### src/rtl/lamp_ramp_ctrl.sv
// Lamp-bank controller: thermometer-coded lamp vector with soft ramp.
// Ports:
//   clk, rst_n     : clock, async active-low reset
//   target_valid   : load target_count (clamped to N_LAMPS) this cycle
//   target_count   : requested number of lit lamps
//   mode           : 0 = ramp one lamp per STEP_CYCLES, 1 = immediate
//   force_off      : emergency off, overrides everything
//   lights_state   : lamp i on iff i < current_count
//   current_count  : registered number of lit lamps
//   busy           : high while ramping
//   done           : one-cycle pulse when current_count reaches target
module lamp_ramp_ctrl #(
  parameter int N_LAMPS     = 16,
  parameter int CNT_W       = $clog2(N_LAMPS + 1),
  parameter int STEP_CYCLES = 1000,
  parameter int STEP_W      = $clog2(STEP_CYCLES)
) (
  input  logic               clk,
  input  logic               rst_n,
  input  logic               target_valid,
  input  logic [CNT_W-1:0]   target_count,
  input  logic               mode,
  input  logic               force_off,
  output logic [N_LAMPS-1:0] lights_state,
  output logic [CNT_W-1:0]   current_count,
  output logic               busy,
  output logic               done
);

  typedef enum logic [1:0] {
    IDLE,
    RAMP_UP,
    RAMP_DOWN
  } state_t;

  localparam logic [CNT_W-1:0] MAX_CNT =
    CNT_W'(N_LAMPS);
  localparam logic [STEP_W-1:0] LAST_TICK =
    STEP_W'(STEP_CYCLES - 1);

  state_t            state_q;
  state_t            state_d;
  logic [CNT_W-1:0]  count_q;
  logic [CNT_W-1:0]  count_d;
  logic [CNT_W-1:0]  target_q;
  logic [CNT_W-1:0]  target_d;
  logic [STEP_W-1:0] timer_q;
  logic [STEP_W-1:0] timer_d;
  logic              done_q;
  logic              done_d;

  logic [CNT_W-1:0]  tgt;
  logic [CNT_W-1:0]  step_cnt;
  logic              tick;

  // Requests above the bank size saturate at all lamps on.
  assign tgt = (target_count > MAX_CNT) ?
    MAX_CNT : target_count;

  assign tick = (timer_q == LAST_TICK);

  // Ramp direction is fixed by the state; the
  // target is never passed, so no wrap guard is
  // needed beyond the state itself.
  always_comb begin
    step_cnt = count_q;
    unique case (state_q)
      RAMP_UP: begin
        if (count_q < MAX_CNT)
          step_cnt = count_q + CNT_W'(1);
      end
      RAMP_DOWN: begin
        if (count_q != '0)
          step_cnt = count_q - CNT_W'(1);
      end
      default: step_cnt = count_q;
    endcase
  end

  always_ff @(posedge clk or negedge rst_n) begin
    if (!rst_n) begin
      state_q  <= IDLE;
      count_q  <= '0;
      target_q <= '0;
      timer_q  <= '0;
      done_q   <= 1'b0;
    end else begin
      state_q  <= state_d;
      count_q  <= count_d;
      target_q <= target_d;
      timer_q  <= timer_d;
      done_q   <= done_d;
    end
  end

  always_comb begin
    state_d  = state_q;
    count_d  = count_q;
    target_d = target_q;
    timer_d  = timer_q;
    done_d   = 1'b0;
    if (force_off) begin
      state_d  = IDLE;
      count_d  = '0;
      target_d = '0;
      timer_d  = '0;
    end else if (target_valid) begin
      target_d = tgt;
      timer_d  = '0;
      if (mode) begin
        count_d = tgt;
        state_d = IDLE;
        done_d  = 1'b1;
      end else if (tgt > count_q) begin
        state_d = RAMP_UP;
      end else if (tgt < count_q) begin
        state_d = RAMP_DOWN;
      end else begin
        state_d = IDLE;
        done_d  = 1'b1;
      end
    end else if (state_q != IDLE) begin
      if (tick) begin
        timer_d = '0;
        count_d = step_cnt;
        if (step_cnt == target_q) begin
          state_d = IDLE;
          done_d  = 1'b1;
        end
      end else begin
        timer_d = timer_q + STEP_W'(1);
      end
    end
  end

  // Thermometer decode straight off the count
  // register, so lamps track it with no delay.
  for (genvar g = 0; g < N_LAMPS; g++) begin : g_lamp
    assign lights_state[g] =
      (count_q > CNT_W'(g));
  end

  assign current_count = count_q;
  assign busy          = (state_q != IDLE);
  assign done          = done_q;

endmodule
### config.mk
export PLATFORM = sky130hd
export DESIGN_NAME = lamp_ramp_ctrl
export DESIGN_NICKNAME = d
export VERILOG_FILES = /design/src/rtl/lamp_ramp_ctrl.sv
export SDC_FILE = /design/constraint.sdc
export NUM_CORES = 1
export LEC_CHECK = 0
export CORE_MARGIN = 2
export CORE_UTILIZATION = 40
export DETAILED_ROUTE_END_ITERATION = 7
export PLACE_DENSITY = 0.72
export SLEW_MARGIN = 0
export SYNTH_ARGS = -nofsm -noshare
export SYNTH_HDL_FRONTEND = slang
export SYNTH_SLANG_ARGS = --single-unit
### constraint.sdc
create_clock -name clk -period 3.2 [get_ports clk]
set_input_delay 0.64 -clock clk [delete_from_list [all_inputs] [get_ports clk]]
set_output_delay 0.64 -clock clk [all_outputs]
set_load 0.005 [all_outputs]
Word-level counts from Yosys, hierarchy flattened
Cells that the tools add are included.
{"block": "totals", "elab_cells": 72, "register_bits": 23, "in_bits": 10, "output_inout_bits": 23}
{"block": "op_classes", "magnitude_cmp": 20, "eq_ne": 5, "addsub": 3, "reduce_logical": 8, "muxes": 31}
{"cell": "5-bit two-way mux", "n": 10}
{"cell": "5-bit by 4-bit greater-than comparator with 1-bit output (second input constant)", "n": 8}
{"cell": "10-bit two-way mux", "n": 4}
{"cell": "5-bit by 3-bit greater-than comparator with 1-bit output (second input constant)", "n": 4}
{"cell": "2-bit two-way mux", "n": 8}
{"cell": "10-bit by 1-bit adder with 10-bit output (second input constant)", "n": 1}
{"cell": "10-bit equality test (second input constant)", "n": 1}
{"cell": "5-bit by 1-bit greater-than comparator with 1-bit output (second input constant)", "n": 2}
{"cell": "5-bit by 2-bit greater-than comparator with 1-bit output (second input constant)", "n": 2}
{"cell": "5-bit one-hot mux with 2 select lines", "n": 1}
{"cell": "3-bit nonzero test", "n": 3}
{"cell": "1-bit two-way mux", "n": 8}
{"cell": "3-bit AND reduction", "n": 2}
{"cell": "5-bit by 1-bit adder with 5-bit output (second input constant)", "n": 1}
{"cell": "5-bit equality test", "n": 1}
{"cell": "5-bit greater-than comparator", "n": 1}
{"cell": "5-bit greater-than comparator (second input constant)", "n": 1}
{"cell": "5-bit < comparator", "n": 1}
{"cell": "5-bit < comparator (second input constant)", "n": 1}
{"cell": "5-bit nonzero test", "n": 1}
{"cell": "5-bit by 1-bit subtractor with 5-bit output (second input constant)", "n": 1}
{"cell": "2-bit nonzero test", "n": 2}
{"cell": "3-bit by 1-bit != test with 1-bit output (second input constant)", "n": 1}
{"cell": "2-bit by 1-bit equality test with 1-bit output (second input constant)", "n": 1}
{"cell": "2-bit equality test (second input constant)", "n": 1}

Depth between registers and ports, before layout
Gate-level depths: netlist (run 1).
{"block": "depth", "word_depth": 9, "ltp_mapped": 11, "depth_no_buf": 10}

Worst setup path after synthesis (run 1)
No wires, ideal clock.
{"block": "synth_timing", "path_kind": "register to register", "startpoint": "register count_q[0], in the netlist current_count[0]", "endpoint": "register state_q[0]", "arrival_time_ps": 2304, "path_slack_ps": 765, "t_required_ps": 3068, "path_stages_with_launch": 11, "setup_time_ps": 132, "n_path_buf": 1, "synth_period_minus_slack_ps": 2435, "cell_sequence": "dfrtp_1 > buf_2 > inv_1 > ha_1 > nor4b_4 > nor3_1 > a21oi_1 > nor3b_1 > or4_1 > nor4_2 > o21ai_1"}
{"block": "synth_via", "elab_chain_len": 6, "elab_cells_between_ends": 15, "classes_between": "add/sub: 2; order compare: 2; eq/ne: 1; mux: 7; reduce/logical: 3"}
{"element": "start, declared", "line": "43", "source": "logic [CNT_W-1:0] count_q;"}
{"element": "start signal, assigned", "line": "89", "source": "count_q <= count_d;"}
{"element": "5-bit by 1-bit subtractor with 5-bit output, or another cell as far along", "line": "74", "source": "step_cnt = count_q - CNT_W'(1);"}
{"element": "5-bit two-way mux, on equally long branches", "line": "73, 69"}
{"element": "5-bit one-hot mux with 2 select lines", "line": "67", "source": "unique case (state_q)"}
{"element": "5-bit equality test", "line": "126", "source": "if (step_cnt == target_q) begin"}
{"element": "3-bit nonzero test (no line)"}
{"element": "3-bit AND reduction (no line)"}
{"element": "end signal, assigned", "line": "88", "source": "state_q <= state_d;"}
{"element": "end, declared", "line": "41", "source": "state_t state_q;"}
Parallel ways exist; a longest one is shown, timed or not.
A chain may end at the register's enable or synchronous reset.

Final worst setup path (run 1)
{"block": "layout_timing", "startpoint": "register count_q[3], in the netlist current_count[3]", "endpoint": "output lights_state[15]"}
{"block": "layout_via", "elab_chain_len": 1}
{"element": "5-bit by 4-bit greater-than comparator with 1-bit output", "line": "140", "source": "(count_q > CNT_W'(g));"}
{"element": "end, declared", "line": "24", "source": "output logic [N_LAMPS-1:0] lights_state,"}
Every way passes these cells.

==> results.yml, run 1 <==
global_route:
  overflow: 0
  gr-usage-all-layers: 0.188
  grt_pass1_wl_um: 8050
  antenna_found_initial: 0
  grt_pass1_vias: 1701
  grt_max_degree: 24
timing:
  worst_hold_slack_ns: 0.495
  worstMarginPinSlew_ns: 0.623
  min_period_ns: 2.77
  relSlewSlack: 0.585
  rsz0062_at_grt: "false"
  layout_setup_ws_ns: 0.427
  tns_ns: 0
  hold_viol_final: 0
  setup_viol: 0
  clock.fmax_mhz: 361
  fin_worst_skew_ns: 0.00816
  slew_viol_final: 0
  period_share: 0.866
floorplan:
  die_x_um: 73.6
  core_mm2: 0.00469
  die_h_um: 73.6
  dieArea_mm2: 0.00541
  ioPinCount: 33
  start_util: 0.413
  rows: 25
setup_path:
  path_class: "flop to output port"
  cp.arrival_ns: 2.13
  cp-end-kind: "output port"
  cp.required_ns: 2.56
  worstPathMaxFanout: 13
  cp-start-kind: "flop"
synth:
  synth.avg_cell_area_um2: 7.93
  synthesis.area_mm2: 0.00194
  dominantRegCellSynth: "dfrtp_1"
  synth_cell_types: 49
  yosysSeqAreaShare: 0.297
  ys_seq_elements: 23
  async_flop_share: 1.00
  ys_warn_count: 0
  synth_cells: 244
  syn_nets: 268
  synth-edff-count: 0
worst_hold_path:
  hp-class: "flop to flop"
clock_network:
  h-tree-depth: 1
  clkSinkCount: 23
  path_clk_slew_ns: 0.09
  cts.path.max_buffers: 2
  cts_tree: "built"
  cts_root_buf: "clkbuf_8"
  ctsResizeCount: 0
  cts_made_buffers: 3
  post_cts_buffers: 0
  worstSkewPairLatency_ns: 0.27
  hold_buffers: 0
cells_and_area:
  final_util: 0.507
  n_antenna_cell: 0
  seq_area_um2: 576
  nNetsFinal: 301
  finalNonFillerCells: 330
  n_fill_cell: 449
  multi_input_area_mm2: 0.00126
  area_growth_pct: 22.8
  drive_gt1_frac: 0.0652
drt:
  drt_iter0_drc: 121
  antenna_left: 0
  drt_wl_total_um: 4840
  num_vias: 1893
  vias_per_cell: 5.74
  drc: 0
  first_pass_iters: 4
  routedWlPerCell_um: 14.7
power_and_ir_drop:
  internal_power_mw: 0.496
  pwr-share-seq: 0.433
  swShare: 0.310
  switchingPower_mw: 0.223
  pwr-share-comb: 0.307
  p_leak_nw: 0.976
  irDropWorstVdd_mv: 0.247
  powerDensity_mw_per_mm2: 302
  clock_power_share: 0.260
placed_design:
  pre_cts_ws_ns: 0.511
  post-place-cells: 326
  portBuffers: 32
  gp_congestion: 0.880
  dpl.hpwl_um: 3580
status:
  status: "complete, no violations"
run:
  maxCapViolations: 0
==> final timing paths <==
check	to	start	slack (ns)	cells past startpoint
setup reg to reg	state_q[0]$_DFFE_PN0P_	state_q[0]$_DFFE_PN0P_	0.59	8
setup / recovery	lights_state[15]	current_count[3]$_DFFE_PN0P_	0.43	3
hold reg to reg	timer_q[9]$_DFFE_PN0P_	timer_q[9]$_DFFE_PN0P_	0.49	1
hold / removal	timer_q[9]$_DFFE_PN0P_	timer_q[9]$_DFFE_PN0P_	0.49	1
max in group asynchronous	timer_q[4]$_DFFE_PN0P_	rst_n	2.24	2
min in group asynchronous	target_q[4]$_DFFE_PN0P_	rst_n	0.72	2
==> synth_stat cells (4+ instances only) <==
cell / instances / area (µm²)
a211oi_1: 5 / 37.5
a21oi_1: 16 / 80.1
and3_1: 4 / 25.0
buf_2: 5 / 25.0
clkbuf_1: 6 / 22.5
dfrtp_1: 23 / 576
ha_1: 14 / 175
inv_1: 10 / 37.5
nand2_1: 27 / 101
nand2b_1: 9 / 56.3
nand3_1: 8 / 40.0
nand4_1: 4 / 25.0
nor2_1: 18 / 67.6
nor2b_1: 9 / 56.3
nor3_1: 6 / 30.0
o21ai_0: 26 / 130
or3_1: 4 / 25.0
xor2_1: 4 / 35.0
==> cell families (layout without fill, tap and decap cells) <==
| logic type | count (synthesis) | count (layout) | synth area share |
|---|---|---|---|
| buffers and inverters | 25 | 57 | 0.0517 |
| multiplexers | 3 | 3 | 0.0155 |
| AND/OR/NAND/NOR | 104 | 104 | 0.293 |
| flip-flops | 23 | 23 | 0.297 |
| XOR/XNOR | 6 | 6 | 0.0271 |
| adder cells (fa/ha/maj) | 14 | 14 | 0.0905 |
| AO/OA/AOI/OAI | 69 | 69 | 0.224 |
==> state kept, by name, summed over array words and instances, names as in the netlist <==
signal         count
target_q           5
done               1
state_q            2
current_count      5
timer_q           10
==> critical path, cell delays in order (launching register included) <==
cell	delay (ns)
dfrtp_1	0.60
clkinv_1	0.40
o31ai_1	0.32
clkdlybuf4s50_1	0.54
==> routing by layer <==
| layer | track usage | wire, µm | up-vias |
|---|---|---|---|
| met5 | 0 | 0 | - |
| li1 | - | - | 939 |
| met3 | 0.0192 | 258 | 7 |
| met1 | 0.277 | 2280 | 895 |
| met2 | 0.296 | 2240 | 52 |
| met4 | 0.0424 | 65 | 0 |
==> power by group through the flow <==
stage	registers, mW	logic (mW)	clock network, mW
final	0.311	0.220	0.187
after CTS	0.311	0.221	0.189
after floorplan	0.312	0.121	0
after global placement	0.317	0.219	0
after global routing	0.313	0.244	0.201
after detailed placement	0.317	0.220	0
==> cell type report <==
class | instances | share of cell area
Inverter | 13 | 0.0205
Timing Repair Buffer | 40 | 0.160
Sequential cell | 23 | 0.242
Multi-Input combinational cell | 196 | 0.530
Tap cell | 54 | 0.0284
Clock buffer | 4 | 0.0189
==> per-stage QoR <==
step                      total power [mW]  instance area, µm²
final                                0.719                2380
after global placement               0.535                2330
after detailed placement             0.537                2330
after floorplan                      0.434                1940
after CTS                            0.721                2380
after global routing                 0.758                2380
==> cell usage in the layout (no fill, tap or decap), types with 5 or more instances in the layout <==
cell             instances
a21oi_1                 16
dfrtp_1                 23
a211oi_1                 5
nand2b_1                 9
clkdlybuf4s50_1         32
nor3_1                   6
buf_4                    8
nor2_1                  18
nand3_1                  8
ha_1                    14
nand2_1                 27
inv_1                   10
o21ai_0                 26
nor2b_1                  9
Note: power is estimated with default switching activity, not from simulation.
==> run 2: changes to the inputs <==
Settings changed: CORE_UTILIZATION 40 to 53, PLACE_DENSITY 0.72 to 0.89.
==> run 2 against run 1 <==
Effect of this change: first-iteration DRC count up 50%; global-route usage increased by 6.3 points; clock power shrank 24%; critical path depth rose by 2; count of clock-buffer cells in the layout decreased by 1; largest cell class unchanged; cell area fell by 0.84%; total power decreased by 5.4%.
==> results.yml, run 2 (same netlist as run 1, synthesis figures left out) <==
status:
  status: "complete, no violations"
global_route:
  gr-usage-all-layers: 0.250
  antenna_found_initial: 0
  grt_max_degree: 24
  overflow: 0
  grt_pass1_vias: 1797
  grt_pass1_wl_um: 8290
clock_network:
  ctsResizeCount: 0
  worstSkewPairLatency_ns: 0.33
  cts.path.max_buffers: 2
  h-tree-depth: 1
  post_cts_buffers: 0
  hold_buffers: 0
  path_clk_slew_ns: 0.13
  cts_root_buf: "clkbuf_4"
  cts_tree: "built"
  clkSinkCount: 23
  cts_made_buffers: 3
placed_design:
  dpl.hpwl_um: 3680
  gp_congestion: 0.902
  post-place-cells: 319
  portBuffers: 32
setup_path:
  path_class: "flop to output port"
  cp-end-kind: "output port"
  reg2reg_from: "state_q[0]$_DFFE_PN0P_"
  timing.rr.end: "state_q[0]$_DFFE_PN0P_"
  r2r_cells: 8
  critical_path.startpoint: "current_count[1]$_DFFE_PN0P_"
  cp.arrival_ns: 2.25
  cp-start-kind: "flop"
  endpoint: "lights_state[0]"
  worstPathMaxFanout: 12
  rrSetupSlack_ns: 0.53
  cp.required_ns: 2.56
cells_and_area:
  n_antenna_cell: 0
  final_cell_mix: "clkdlybuf4s50_1, nand2_1, o21ai_0"
  largest_reg_flops: 10
  final_util: 0.690
  drive_gt1_frac: 0.0722
  nNetsFinal: 302
  area_growth_pct: 21.8
  finalNonFillerCells: 323
  layout_commonest_cell: "clkdlybuf4s50_1"
  largest_register: "timer_q"
worst_hold_path:
  hp-class: "flop to flop"
  hold_depth: 1
  hp-start: "timer_q[9]$_DFFE_PN0P_"
floorplan:
  rows: 21
  start_util: 0.567
  dieArea_mm2: 0.00415
  core_mm2: 0.00342
  die_h_um: 64.4
  ioPinCount: 33
  die_x_um: 64.4
drt:
  routedWlPerCell_um: 15.1
  first_pass_iters: 4
  drt_iter0_drc: 181
  drc: 0
  antenna_left: 0
  vias_per_cell: 6.02
  drt_wl_total_um: 4880
  num_vias: 1946
timing:
  worstMarginPinSlew_ns: 0.637
  tns_ns: 0
  min_period_ns: 2.89
  clock.fmax_mhz: 346
  hold_viol_final: 0
  setup_viol: 0
  rsz0062_at_grt: "false"
  relSlewSlack: 0.575
  period_share: 0.902
  fin_worst_skew_ns: 0.0109
  slew_viol_final: 0
power_and_ir_drop:
  irDropWorstVdd_mv: 0.281
  powerDensity_mw_per_mm2: 288
  p_leak_nw: 0.976
run:
  maxCapViolations: 0
[run 2: cell count changes in the layout (fill, tap and decap cells not counted)]
cell and change:
clkinv_2 +1, buf_4 +1, clkbuf_8 -3, clkbuf_4 +3
clkbuf_1 -1
[run 2: layer usage]
layer | GRT usage | share of wire | vias up
li1 | - | - | 949
met1 | 0.324 | 0.46 | 913
met2 | 0.427 | 0.47 | 72
met3 | 0.0313 | 0.050 | 12
met4 | 0.0957 | 0.020 | 0
met5 | 0 | 0 | -
[run 2: critical path: stages (launching register included)]
cell             delay, ns
dfrtp_1               0.53
inv_1                 0.20
ha_1                  0.23
nor4b_4               0.39
inv_2                 0.12
clkdlybuf4s50_1       0.46
[run 2: stage by stage]
stage | setup WS, ns | hold slack, ns | instance area (µm²) | total power, mW
floorplan | 0.765 | 0.344 | 1940 | 0.434
global placement | 0.624 | 0.480 | 2330 | 0.535
detailed placement | 0.587 | 0.490 | 2330 | 0.541
CTS | 0.318 | 0.510 | 2360 | 0.679
global route | 0.149 | 0.527 | 2360 | 0.719
finish | 0.313 | 0.520 | 2360 | 0.680
[run 2: area by class of cell]
type	instances	area (µm²)
timing repair buffer	41	388
tap	46	57.6
multi-input combinational	196	1260
clock inverter	1	5.00
fill	286	1060
sequential	23	576
clock buffer	3	22.5
inverter	13	48.8
[run 2: power by group]
part	internal (mW)	switching, mW
logic	0.110	0.116
registers	0.299	0.0130
clock network	0.0469	0.0952
total	0.456	0.224
[run 2: worst min-delay path by stage]
| stage | to | slack, ns |
|---|---|---|
| CTS | timer_q[9]$_DFFE_PN0P_ | 0.51 |
| floorplan | current_count[0]$_DFFE_PN0P_ | 0.34 |
| global route | timer_q[9]$_DFFE_PN0P_ | 0.53 |
| detailed placement | timer_q[9]$_DFFE_PN0P_ | 0.49 |
| finish | timer_q[9]$_DFFE_PN0P_ | 0.52 |
| global placement | timer_q[9]$_DFFE_PN0P_ | 0.48 |
